===== src/rtl/vec_issue_pkg.sv =====
// vec_issue_pkg: shared types and constants for the vector issue sequencer.
//   - state_t : sequencer FSM states
//   - entry_t : one queued operation (launch fields precomputed at accept)
//   - SEW/LMUL encodings used on the cfg_* inputs
// entry_t field widths are fixed here; the top-level ADDR_WIDTH and OFF_WIDTH
// parameters must stay equal to PKG_ADDR_WIDTH and PKG_OFF_WIDTH.
package vec_issue_pkg;

    localparam int unsigned PKG_ADDR_WIDTH = 5;
    localparam int unsigned PKG_OFF_WIDTH  = 8;

    localparam logic [1:0] SEW_8   = 2'd0;
    localparam logic [1:0] SEW_16  = 2'd1;
    localparam logic [1:0] SEW_32  = 2'd2;
    localparam logic [1:0] SEW_64  = 2'd3;

    localparam logic [1:0] LMUL_1  = 2'd0;
    localparam logic [1:0] LMUL_2  = 2'd1;
    localparam logic [1:0] LMUL_4  = 2'd2;
    localparam logic [1:0] LMUL_8  = 2'd3;

    typedef enum logic [1:0] {
        StIdle   = 2'd0,
        StLaunch = 2'd1,
        StWait   = 2'd2
    } state_t;

    typedef struct packed {
        logic [PKG_ADDR_WIDTH-1:0] addr;
        logic [1:0]                sew;
        logic [2:0]                max_reg;
        logic [PKG_OFF_WIDTH-1:0]  max_off;
        logic                      whole_reg;
        logic                      widen;
    } entry_t;

endpackage


===== src/rtl/vec_issue_fifo.sv =====
// vec_issue_fifo: synchronous FIFO of entry_t with asynchronous active-low reset.
// Ports:
//   clk, rst_n           clock / async active-low reset (flushes pointers)
//   push, push_data      write request and data (ignored when full)
//   pop, pop_data        read request (ignored when empty); pop_data shows the head
//   full, empty          occupancy flags
// Pointers carry one extra wrap bit so full and empty are distinguishable.
module vec_issue_fifo
    import vec_issue_pkg::*;
#(
    parameter int unsigned DEPTH = 4
) (
    input  logic   clk,
    input  logic   rst_n,
    input  logic   push,
    input  entry_t push_data,
    input  logic   pop,
    output entry_t pop_data,
    output logic   full,
    output logic   empty
);

    localparam int unsigned PTR_W = $clog2(DEPTH);

    logic [PTR_W:0] wr_q, rd_q;
    entry_t         mem [DEPTH];

    logic do_push, do_pop;

    assign full     = (wr_q[PTR_W] != rd_q[PTR_W]) && (wr_q[PTR_W-1:0] == rd_q[PTR_W-1:0]);
    assign empty    = (wr_q == rd_q);
    assign do_push  = push && !full;
    assign do_pop   = pop && !empty;
    assign pop_data = mem[rd_q[PTR_W-1:0]];

    always_ff @(posedge clk or negedge rst_n) begin
        if (!rst_n) begin
            wr_q <= '0;
            rd_q <= '0;
        end else begin
            if (do_push) wr_q <= wr_q + 1'b1;
            if (do_pop)  rd_q <= rd_q + 1'b1;
        end
    end

    // Storage needs no reset; only the pointers define validity.
    always_ff @(posedge clk) begin
        if (do_push) mem[wr_q[PTR_W-1:0]] <= push_data;
    end

endmodule


===== src/rtl/vec_issue_seq.sv =====
// vec_issue_seq: issue sequencer in front of the vector address generator.
// Holds vl/SEW/LMUL, queues register-group operations with their last-beat
// register/offset precomputed, and launches them one at a time.
// Ports:
//   clk, rst_n                         clock / async active-low reset
//   cfg_valid, cfg_avl, cfg_sew,
//   cfg_lmul, vl_out                   configuration load and current vl
//   inst_valid, inst_ready, inst_addr,
//   inst_whole_reg, inst_widen         operation handshake
//   agu_en, agu_addr, agu_sew,
//   agu_max_reg, agu_max_off, agu_off,
//   agu_whole_reg, agu_widen, agu_idle launch interface to the address generator
//   busy                               queue non-empty or FSM not idle
// Build option: define VEC_ISSUE_BYPASS_EN to let an operation arriving while
// everything is idle skip the queue and launch one cycle earlier.
module vec_issue_seq
    import vec_issue_pkg::*;
#(
    parameter int unsigned VLEN        = 16384,
    parameter int unsigned DATA_WIDTH  = 64,
    parameter int unsigned ADDR_WIDTH  = PKG_ADDR_WIDTH,
    parameter int unsigned OFF_WIDTH   = $clog2(VLEN / DATA_WIDTH),
    parameter int unsigned VL_WIDTH    = $clog2(VLEN) + 1,
    parameter int unsigned QUEUE_DEPTH = 4
) (
    input  logic                  clk,
    input  logic                  rst_n,
    input  logic                  cfg_valid,
    input  logic [VL_WIDTH-1:0]   cfg_avl,
    input  logic [1:0]            cfg_sew,
    input  logic [1:0]            cfg_lmul,
    output logic [VL_WIDTH-1:0]   vl_out,
    input  logic                  inst_valid,
    output logic                  inst_ready,
    input  logic [ADDR_WIDTH-1:0] inst_addr,
    input  logic                  inst_whole_reg,
    input  logic                  inst_widen,
    output logic                  agu_en,
    output logic [ADDR_WIDTH-1:0] agu_addr,
    output logic [1:0]            agu_sew,
    output logic [2:0]            agu_max_reg,
    output logic [OFF_WIDTH-1:0]  agu_max_off,
    output logic [OFF_WIDTH-1:0]  agu_off,
    output logic                  agu_whole_reg,
    output logic                  agu_widen,
    input  logic                  agu_idle,
    output logic                  busy
);

    localparam int unsigned VLMAX_BASE = VLEN / 8;
    localparam int unsigned BEAT_BYTES = DATA_WIDTH / 8;
    localparam int unsigned BEAT_SHIFT = $clog2(BEAT_BYTES);
    localparam int unsigned BYTES_W    = VL_WIDTH + 3;

    // Active configuration
    logic [VL_WIDTH-1:0] vl_q;
    logic [1:0]          sew_q, lmul_q;
    logic [VL_WIDTH-1:0] vlmax, cfg_vl;

    assign vlmax  = VL_WIDTH'(VLMAX_BASE >> cfg_sew) << cfg_lmul;
    assign cfg_vl = (cfg_avl < vlmax) ? cfg_avl : vlmax;

    always_ff @(posedge clk or negedge rst_n) begin
        if (!rst_n) begin
            vl_q   <= '0;
            sew_q  <= SEW_8;
            lmul_q <= LMUL_1;
        end else if (cfg_valid) begin
            vl_q   <= cfg_vl;
            sew_q  <= cfg_sew;
            lmul_q <= cfg_lmul;
        end
    end

    assign vl_out = vl_q;

    // Beat math on the config registered before this cycle's cfg_valid.
    logic [BYTES_W-1:0] bytes, beats, last;
    entry_t             new_entry;

    assign bytes = BYTES_W'(vl_q) << sew_q;
    assign beats = (bytes + BYTES_W'(BEAT_BYTES - 1)) >> BEAT_SHIFT;
    assign last  = beats - 1'b1;

    always_comb begin
        new_entry           = '0;
        new_entry.addr      = inst_addr;
        new_entry.sew       = sew_q;
        new_entry.max_reg   = 3'(last >> OFF_WIDTH);
        new_entry.max_off   = last[OFF_WIDTH-1:0];
        new_entry.whole_reg = inst_whole_reg;
        new_entry.widen     = inst_widen;
    end

    // Queue
    logic   fifo_full, fifo_empty, push, pop, accept, enq_ok, bypass;
    entry_t head;
    state_t state_q, state_d;

    assign inst_ready = !fifo_full;
    assign accept     = inst_valid && inst_ready;
    // vl==0 non-whole-register ops are consumed without ever launching.
    assign enq_ok     = inst_whole_reg || (vl_q != '0);

`ifdef VEC_ISSUE_BYPASS_EN
    assign bypass = accept && enq_ok && fifo_empty && (state_q == StIdle) && agu_idle;
`else
    assign bypass = 1'b0;
`endif

    assign push = accept && enq_ok && !bypass;

    vec_issue_fifo #(
        .DEPTH (QUEUE_DEPTH)
    ) u_fifo (
        .clk       (clk),
        .rst_n     (rst_n),
        .push      (push),
        .push_data (new_entry),
        .pop       (pop),
        .pop_data  (head),
        .full      (fifo_full),
        .empty     (fifo_empty)
    );

    // Launch FSM
    logic   load;
    entry_t load_entry;
    entry_t out_q;

    always_comb begin
        state_d    = state_q;
        pop        = 1'b0;
        load       = 1'b0;
        load_entry = head;
        unique case (state_q)
            StIdle: begin
                if (bypass) begin
                    load       = 1'b1;
                    load_entry = new_entry;
                    state_d    = StLaunch;
                end else if (!fifo_empty && agu_idle) begin
                    pop     = 1'b1;
                    load    = 1'b1;
                    state_d = StLaunch;
                end
            end
            StLaunch: state_d = StWait;
            StWait:   if (agu_idle) state_d = StIdle;
            default:  state_d = StIdle;
        endcase
    end

    always_ff @(posedge clk or negedge rst_n) begin
        if (!rst_n) begin
            state_q <= StIdle;
            out_q   <= '0;
        end else begin
            state_q <= state_d;
            if (load) out_q <= load_entry;
        end
    end

    assign agu_en        = (state_q == StLaunch);
    assign agu_addr      = out_q.addr;
    assign agu_sew       = out_q.sew;
    assign agu_max_reg   = out_q.max_reg;
    assign agu_max_off   = out_q.max_off;
    assign agu_off       = '0;
    assign agu_whole_reg = out_q.whole_reg;
    assign agu_widen     = out_q.widen;
    assign busy          = !fifo_empty || (state_q != StIdle);

endmodule


===== config.mk =====
export PLATFORM = sky130hd
export DESIGN_NAME = vec_issue_seq
export DESIGN_NICKNAME = d
export VERILOG_FILES = /design/src/rtl/vec_issue_pkg.sv /design/src/rtl/vec_issue_fifo.sv /design/src/rtl/vec_issue_seq.sv
export SDC_FILE = /design/constraint.sdc
export NUM_CORES = 1
export LEC_CHECK = 0
export ABC_AREA = 1
export BUFFER_PORTS_ARGS = -buffer_cell sky130_fd_sc_hd__buf_2
export CORE_ASPECT_RATIO = 1.1
export CORE_MARGIN = 2
export CORE_UTILIZATION = 45
export DETAILED_ROUTE_END_ITERATION = 7
export PLACE_DENSITY = 0.67
export SLEW_MARGIN = 20
export SYNTH_ARGS = -nofsm -noshare
export SYNTH_HDL_FRONTEND = slang
export SYNTH_SLANG_ARGS = --single-unit

===== constraint.sdc =====
create_clock -name clk -period 2.25 [get_ports clk]
set_input_delay 0.3375 -clock clk [delete_from_list [all_inputs] [get_ports clk]]
set_output_delay 0.3375 -clock clk [all_outputs]
set_load 0.1 [all_outputs]

# Word level (Yosys, flattened, before mapping)
# Memory sizes are Yosys's and may differ from the RTL's. A register that Yosys moved wholly into a read port is not among the register bits.
# Index checks and enable logic that the tools add are counted.
[op_classes] order_cmp=1 div=0 n_eq_ne=7 mul=0 n_reduce_logical=15 mux=8 bitwise=0 n_addsub=4 shifts=3
[ops] op="$lt 15x15->1" count=1
[ops] op="$mux 15" count=1
[ops] op="$reduce_bool 15->1" count=1
[ops] op="$shl 15x2->14" count=1
[ops] op="$shl 15x2->15" count=1
[ops] op="$shr 12x2->15 const A" count=1
[ops] op="$add 14x3->14 const B" count=1
[ops] op="$sub 11x1->11 const B" count=1
[ops] op="$add 3x1->3 const B" count=2
[ops] op="$logic_and 1x1->1" count=6
[ops] op="$pmux 2 s3" count=1
[ops] op="$mux 1" count=4
[ops] op="$mux 2" count=2
[ops] op="$ne 2x2->1 const B" count=2
[ops] op="$eq 3x3->1" count=1
[ops] op="$logic_not 1->1" count=3
[ops] op="$eq 2x1->1 const B" count=1
[ops] op="$eq 2x2->1" count=1
[ops] op="$eq 2x2->1 const B" count=1
[ops] op="$logic_not 2->1" count=1
[ops] op="$logic_or 1x1->1" count=2
[ops] op="$reduce_and 2->1" count=1
[ops] op="$reduce_bool 2->1" count=1
[ops] op="$ne 1x1->1" count=1
[totals] latchBits=0 n_memories=1 rom_bits=0 reg_bits=25 input_bits=31 output_inout_bits=46 ramBits=80 word_cells=44
[memory_table] memory="u_fifo.mem" depth=4 word_bits=20 rd=1 rd_ports_with_merged_regs=1 write_ports=1 line_no="vec_issue_fifo.sv:26" source="entry_t mem [DEPTH];"

# Depth between registers and ports, before layout
[logic_depth] ltp_word=8 depth_mapped=18 ltp_nobuf=17

# Hierarchy
# From an unflattened synthesis, not the netlist that was laid out.
[unflattened] cells_unflattened=720 hier_area_um2=6506.2
[modules_own_cells] mod="vec_issue_fifo" cells_each=255 n_inst=1 area_each_um2=3419.5 seq_area_each_um2=2552.4
[modules_own_cells] mod="vec_issue_seq" cells_each=465 n_inst=1 area_each_um2=3086.7 seq_area_each_um2=975.9

# Worst setup path before layout
# OpenSTA, ideal clock, no wires.
[synth_path] kind="flip-flop to flip-flop" start="register u_fifo.rd_q[0]" end="memory u_fifo.mem[3][0] in the netlist's numbering, enable pin" required_time_ns=1.851 path_stages_with_launch=6 period_less_slack_ns=3.169 n_path_buf=1 t_arrival_ns=2.770 setup_time_ns=0.399 path_slack_ns=-0.919 path_cell_list="dfrtp_1 > clkbuf_1 > xnor2_1 > nand3b_1 > nand3_1 > nor2_1"
[synth_between] elab_chain_cells=8
[synth_rtl] element="start: declaration" line_no="vec_issue_fifo.sv:25" source="logic [PTR_W:0] wr_q, rd_q;"
[synth_rtl] element="start signal: assignment" line_no="vec_issue_fifo.sv:42" source="if (do_pop) rd_q <= rd_q + 1'b1;"
[synth_rtl] element="$eq 2x2->1 (*)" line_no="vec_issue_fifo.sv:30" source="assign full = (wr_q[PTR_W] != rd_q[PTR_W]) && (wr_q[PTR_W-1:0] == rd_q[PTR_W-1:0]);"
[synth_rtl] element="$logic_and 1x1->1 (*)" line_no="vec_issue_fifo.sv:30"
[synth_rtl] element="$logic_not 1->1 (*)" line_no="vec_issue_seq.sv:100" source="assign inst_ready = !fifo_full;"
[synth_rtl] element="named net inst_ready" line_no="vec_issue_seq.sv:34" source="output logic inst_ready,"
[synth_rtl] element="$logic_and 1x1->1" line_no="vec_issue_seq.sv:101" source="assign accept = inst_valid && inst_ready;"
[synth_rtl] element="$logic_and 1x1->1" line_no="vec_issue_seq.sv:111" source="assign push = accept && enq_ok && !bypass;"
[synth_rtl] element="$logic_and 1x1->1 (*)" line_no="vec_issue_fifo.sv:32" source="assign do_push = push && !full;"
[synth_rtl] element="$mux 1 (*)" line_no="vec_issue_fifo.sv:48" source="if (do_push) mem[wr_q[PTR_W-1:0]] <= push_data;"
[synth_rtl] element="$mux 1 (not written as such) (*)" line_no="vec_issue_fifo.sv:48"
[synth_rtl] element="end: declaration" line_no="vec_issue_fifo.sv:26"
# Mark *: on every way through the listed nets, which the timed path passes. The rest lies on a longest branch.

# Worst setup path in the final report
[layout_path] start="register sew_q[0]" end="memory u_fifo.mem[2][12] in the netlist's numbering (data pin)"
[layout_between] elab_chain_cells=3
[layout_rtl] element="start: declaration" line_no="vec_issue_seq.sv:57" source="logic [1:0] sew_q, lmul_q;"
[layout_rtl] element="start signal: assignment" line_no="vec_issue_seq.sv:70" source="sew_q <= cfg_sew;"
[layout_rtl] element="$shl 15x2->14" line_no="vec_issue_seq.sv:81" source="assign bytes = BYTES_W'(vl_q) << sew_q;"
[layout_rtl] element="$add 14x3->14" line_no="vec_issue_seq.sv:82" source="assign beats = (bytes + BYTES_W'(BEAT_BYTES - 1)) >> BEAT_SHIFT;"
[layout_rtl] element="$sub 11x1->11" line_no="vec_issue_seq.sv:83" source="assign last = beats - 1'b1;"
[layout_rtl] element="named net last[10]" line_no="vec_issue_seq.sv:78" source="logic [BYTES_W-1:0] bytes, beats, last;"
# The timed path passes the listed nets, and every way through them passes these cells.

==> results.py <==
metrics = {
    "outcome": {
        "status": "finished with violations",
        "failed_checks": "hold timing",
    },
    "synthesis": {
        "yosysUniqueCellTypes": 39,
        "synth_flop_cell": "edfxtp_1",
        "ys_seq_area_share_pct": 56.26,
        "netlist_area_mm2": 0.006271,
        "synth_edf_count": 80,
        "ys_async_sr_fraction_pct": 36.00,
        "ys_ff_latch": 125,
        "synth.most_common_cell": "nor2_1",
        "yosys.area.top_type": "edfxtp_1",
        "ys_warn_count": 0,
        "synth_top_cell_area_share_pct": 38.31,
        "yosys-top-cells-area": "edfxtp_1 38%, dfrtp_1 18%, nor2_1 7.1%, nand2_1 6.7%, o21ai_0 5.4%",
        "postSynthCellCount": 671,
        "synth_commonest_cells": "119 x nor2_1, 112 x nand2_1, 80 x edfxtp_1",
        "syn_area_per_cell_um2": 9.346,
    },
    "timing": {
        "tightest_slew_ps": 738.9,
        "setup_tns_ps": 0,
        "rsz0062_at_grt": "yes",
        "hold_violations": 16,
        "skew_ps": 14.81,
        "min_period_ps": 2228,
        "setup_violations": 0,
        "period_share_pct": 99.01,
        "max_freq_mhz": 448.9,
        "slew_headroom_pct": 50.74,
        "hold_ws_ps": -26.87,
        "drv_slew": 0,
    },
    "hold_path": {
        "hold_path.class": "in2async",
    },
    "power_and_ir_drop": {
        "leakage_nw": 3.457,
        "p_total_mw": 11.45,
        "ir_drop_v": 0.0006013,
        "power-per-cell-area_mw_per_mm2": 1394,
    },
    "place": {
        "post_dp_cell_area_mm2": 0.007154,
        "gp_congestion": 0.8860,
        "dpl.cell_count": 946,
        "dpl.hpwl_mm": 9.567,
        "portBuffers": 68,
    },
    "run": {
        "cap_violations": 0,
    },
    "route": {
        "met1_length_mm": 6.059,
        "drt_pre_antenna_iters": 7,
        "wl_per_cell_um": 14.66,
        "routed_via_density": 5.089,
        "vias": 5058,
        "dr_wl_met2_mm": 7.599,
        "drc": 0,
        "totalWireLength_mm": 14.58,
        "wl_met3_um": 706,
        "drt.antenna.violating_nets": 0,
        "highest_layer": "met4",
        "initialDrtViolationCount": 341,
    },
    "grt": {
        "antenna_found_initial": 0,
        "grt_pass1_wl_mm": 22.48,
        "grt_pass1_vias": 4794,
        "grtUsageTotal_pct": 19.76,
        "grt_overflow_total": 0,
        "grt_max_degree": 45,
    },
    "critical_path": {
        "cp-end-kind": "flop",
        "timing.critical_path.buf_inv": 4,
        "rr_endpoint": "u_fifo.mem[2][12]",
        "r2r_cells": 16,
        "crit_slowest_cell": "dfrtp_2",
        "cp.required_ps": 2410,
        "critPathMaxFanout": 8,
        "r2r_start": "sew_q[0]",
        "reg2reg_slack_ps": 20,
        "max_stage_delay_ps": 460,
        "path_class": "reg2reg",
        "startpoint_type": "flop",
        "arrival_ps": 2380,
        "cp_common_cell": "nand2_4",
        "crit_family": "simple AND/OR/NAND/NOR gates",
        "crit_chain": "clkinv_4, nand2_4, nand2_4, nand2_2, nand2_4, buf_4, a21oi_4, buf_12, nand2_8, nand2_4, nand2_4, nand2_4, nor2_4, buf_4, nand3_2, nand2_2",
    },
    "layout": {
        "area_growth_pct": 31.03,
        "design_area_mm2": 0.008217,
        "fillers": 1145,
        "final_nets": 837,
        "seq_area_mm2": 0.003552,
        "instances_no_fill": 994,
        "n_antenna_cell": 0,
        "largest_reg_flops": 80,
        "multi_input_area_mm2": 0.002685,
        "drive_gt1_share_pct": 34.49,
        "final_util_pct": 59.81,
    },
    "clock_network": {
        "cts_buffers": 17,
        "clk_latency_ps": 420,
        "cts_max_level": 4,
        "cts.path.max_buffers": 2,
        "root_buffer": "clkbuf_16",
        "postCtsHoldBufs": 0,
        "clock_sinks": 125,
        "tritoncts": "yes",
        "clk_pin_slew_ps": 50,
    },
    "die": {
        "rows": 45,
        "ioPinCount": 77,
        "core-area_mm2": 0.01374,
        "initial_core_util_pct": 45.65,
        "dieHeight_um": 127.8,
        "dieArea_mm2": 0.01490,
        "fp.dieW_um": 116.6,
    },
}
-- routing by layer --
| layer | vias to the layer above | GRT usage, % |
|---|---|---|
| met4 | 0 | 7.197 |
| met1 | 2431 | 22.40 |
| met3 | 16 | 5.532 |
| li1 | 2488 | - |
| met2 | 123 | 35.29 |
| met5 | - | 0 |
-- per-stage QoR --
stage	worst slack, ps	hold slack (ps)
after CTS	17.59	6.073
after global placement	-136.7	438.1
after global routing	-128.5	51.67
after floorplan	-306.8	41.91
final	22.25	-26.87
after detailed placement	-232.4	441.6
-- worst register-to-register path, delay by kind of cell (launching register included) --
kind / cells / cell delay [ps]
and+or+nand+nor: 11 / 780
AOI/OAI and AO/OA: 1 / 180
DFF: 1 / 460
buffers and inverters: 4 / 560
-- where the power goes --
group          switching, mW  total, mW  internal (mW)
registers              0.289       3.52           3.23
clock network          0.952       2.78           1.83
logic                   3.85       5.16           1.32
total                   5.09       11.5           6.37
-- layout make-up --
type                            instances  area share, %
Clock buffer                           22          5.771
Clock inverter                         10          1.660
Inverter                               53          2.650
Multi-Input combinational cell        464          32.68
Sequential cell                       125          43.23
Tap cell                              188          2.863
Timing Repair Buffer                  132          11.15
-- placed cells by master, fill, tap and decap left out, types with 12 or more instances in the layout --
master,count
inv_1,36
nand3_1,38
dfrtp_1,34
edfxtp_1,80
nand2_2,31
ha_1,12
nand2_1,83
a31oi_1,21
clkbuf_16,17
o21ai_0,64
buf_2,67
nor2_1,106
nand2_4,18
buf_4,53
-- worst max-delay path by stage --
stage                               from  cells past startpoint                end
after floorplan           u_fifo.rd_q[0]                      5   u_fifo.mem[3][0]
after global placement        cfg_sew[0]                     12         vl_out[12]
after detailed placement      cfg_sew[0]                     15          vl_out[7]
after CTS                       sew_q[0]                     17  u_fifo.mem[1][10]
after global routing            sew_q[0]                     15  u_fifo.mem[0][11]
final                           sew_q[0]                     16  u_fifo.mem[2][12]
-- kinds of logic after synthesis --
family,after synthesis,share of synthesized area (%)
compound gates,108,9.657
xor+xnor,10,1.397
fa+ha+maj,13,2.594
buf+inv,89,6.564
flops,125,56.26
mux,1,0.1596
other cells,1,0.05980
simple gates,324,23.30
-- timing repair --
| item | 4_1_cts | 5_1_grt |
|---|---|---|
| pin swaps | 1 | 40 |
| setup buffers | 3 | 13 |
| setup endpoints to repair | 16 | 36 |
| gates resized for setup | 3 | 87 |
No activity file was read; power rests on OpenSTA's default activity.
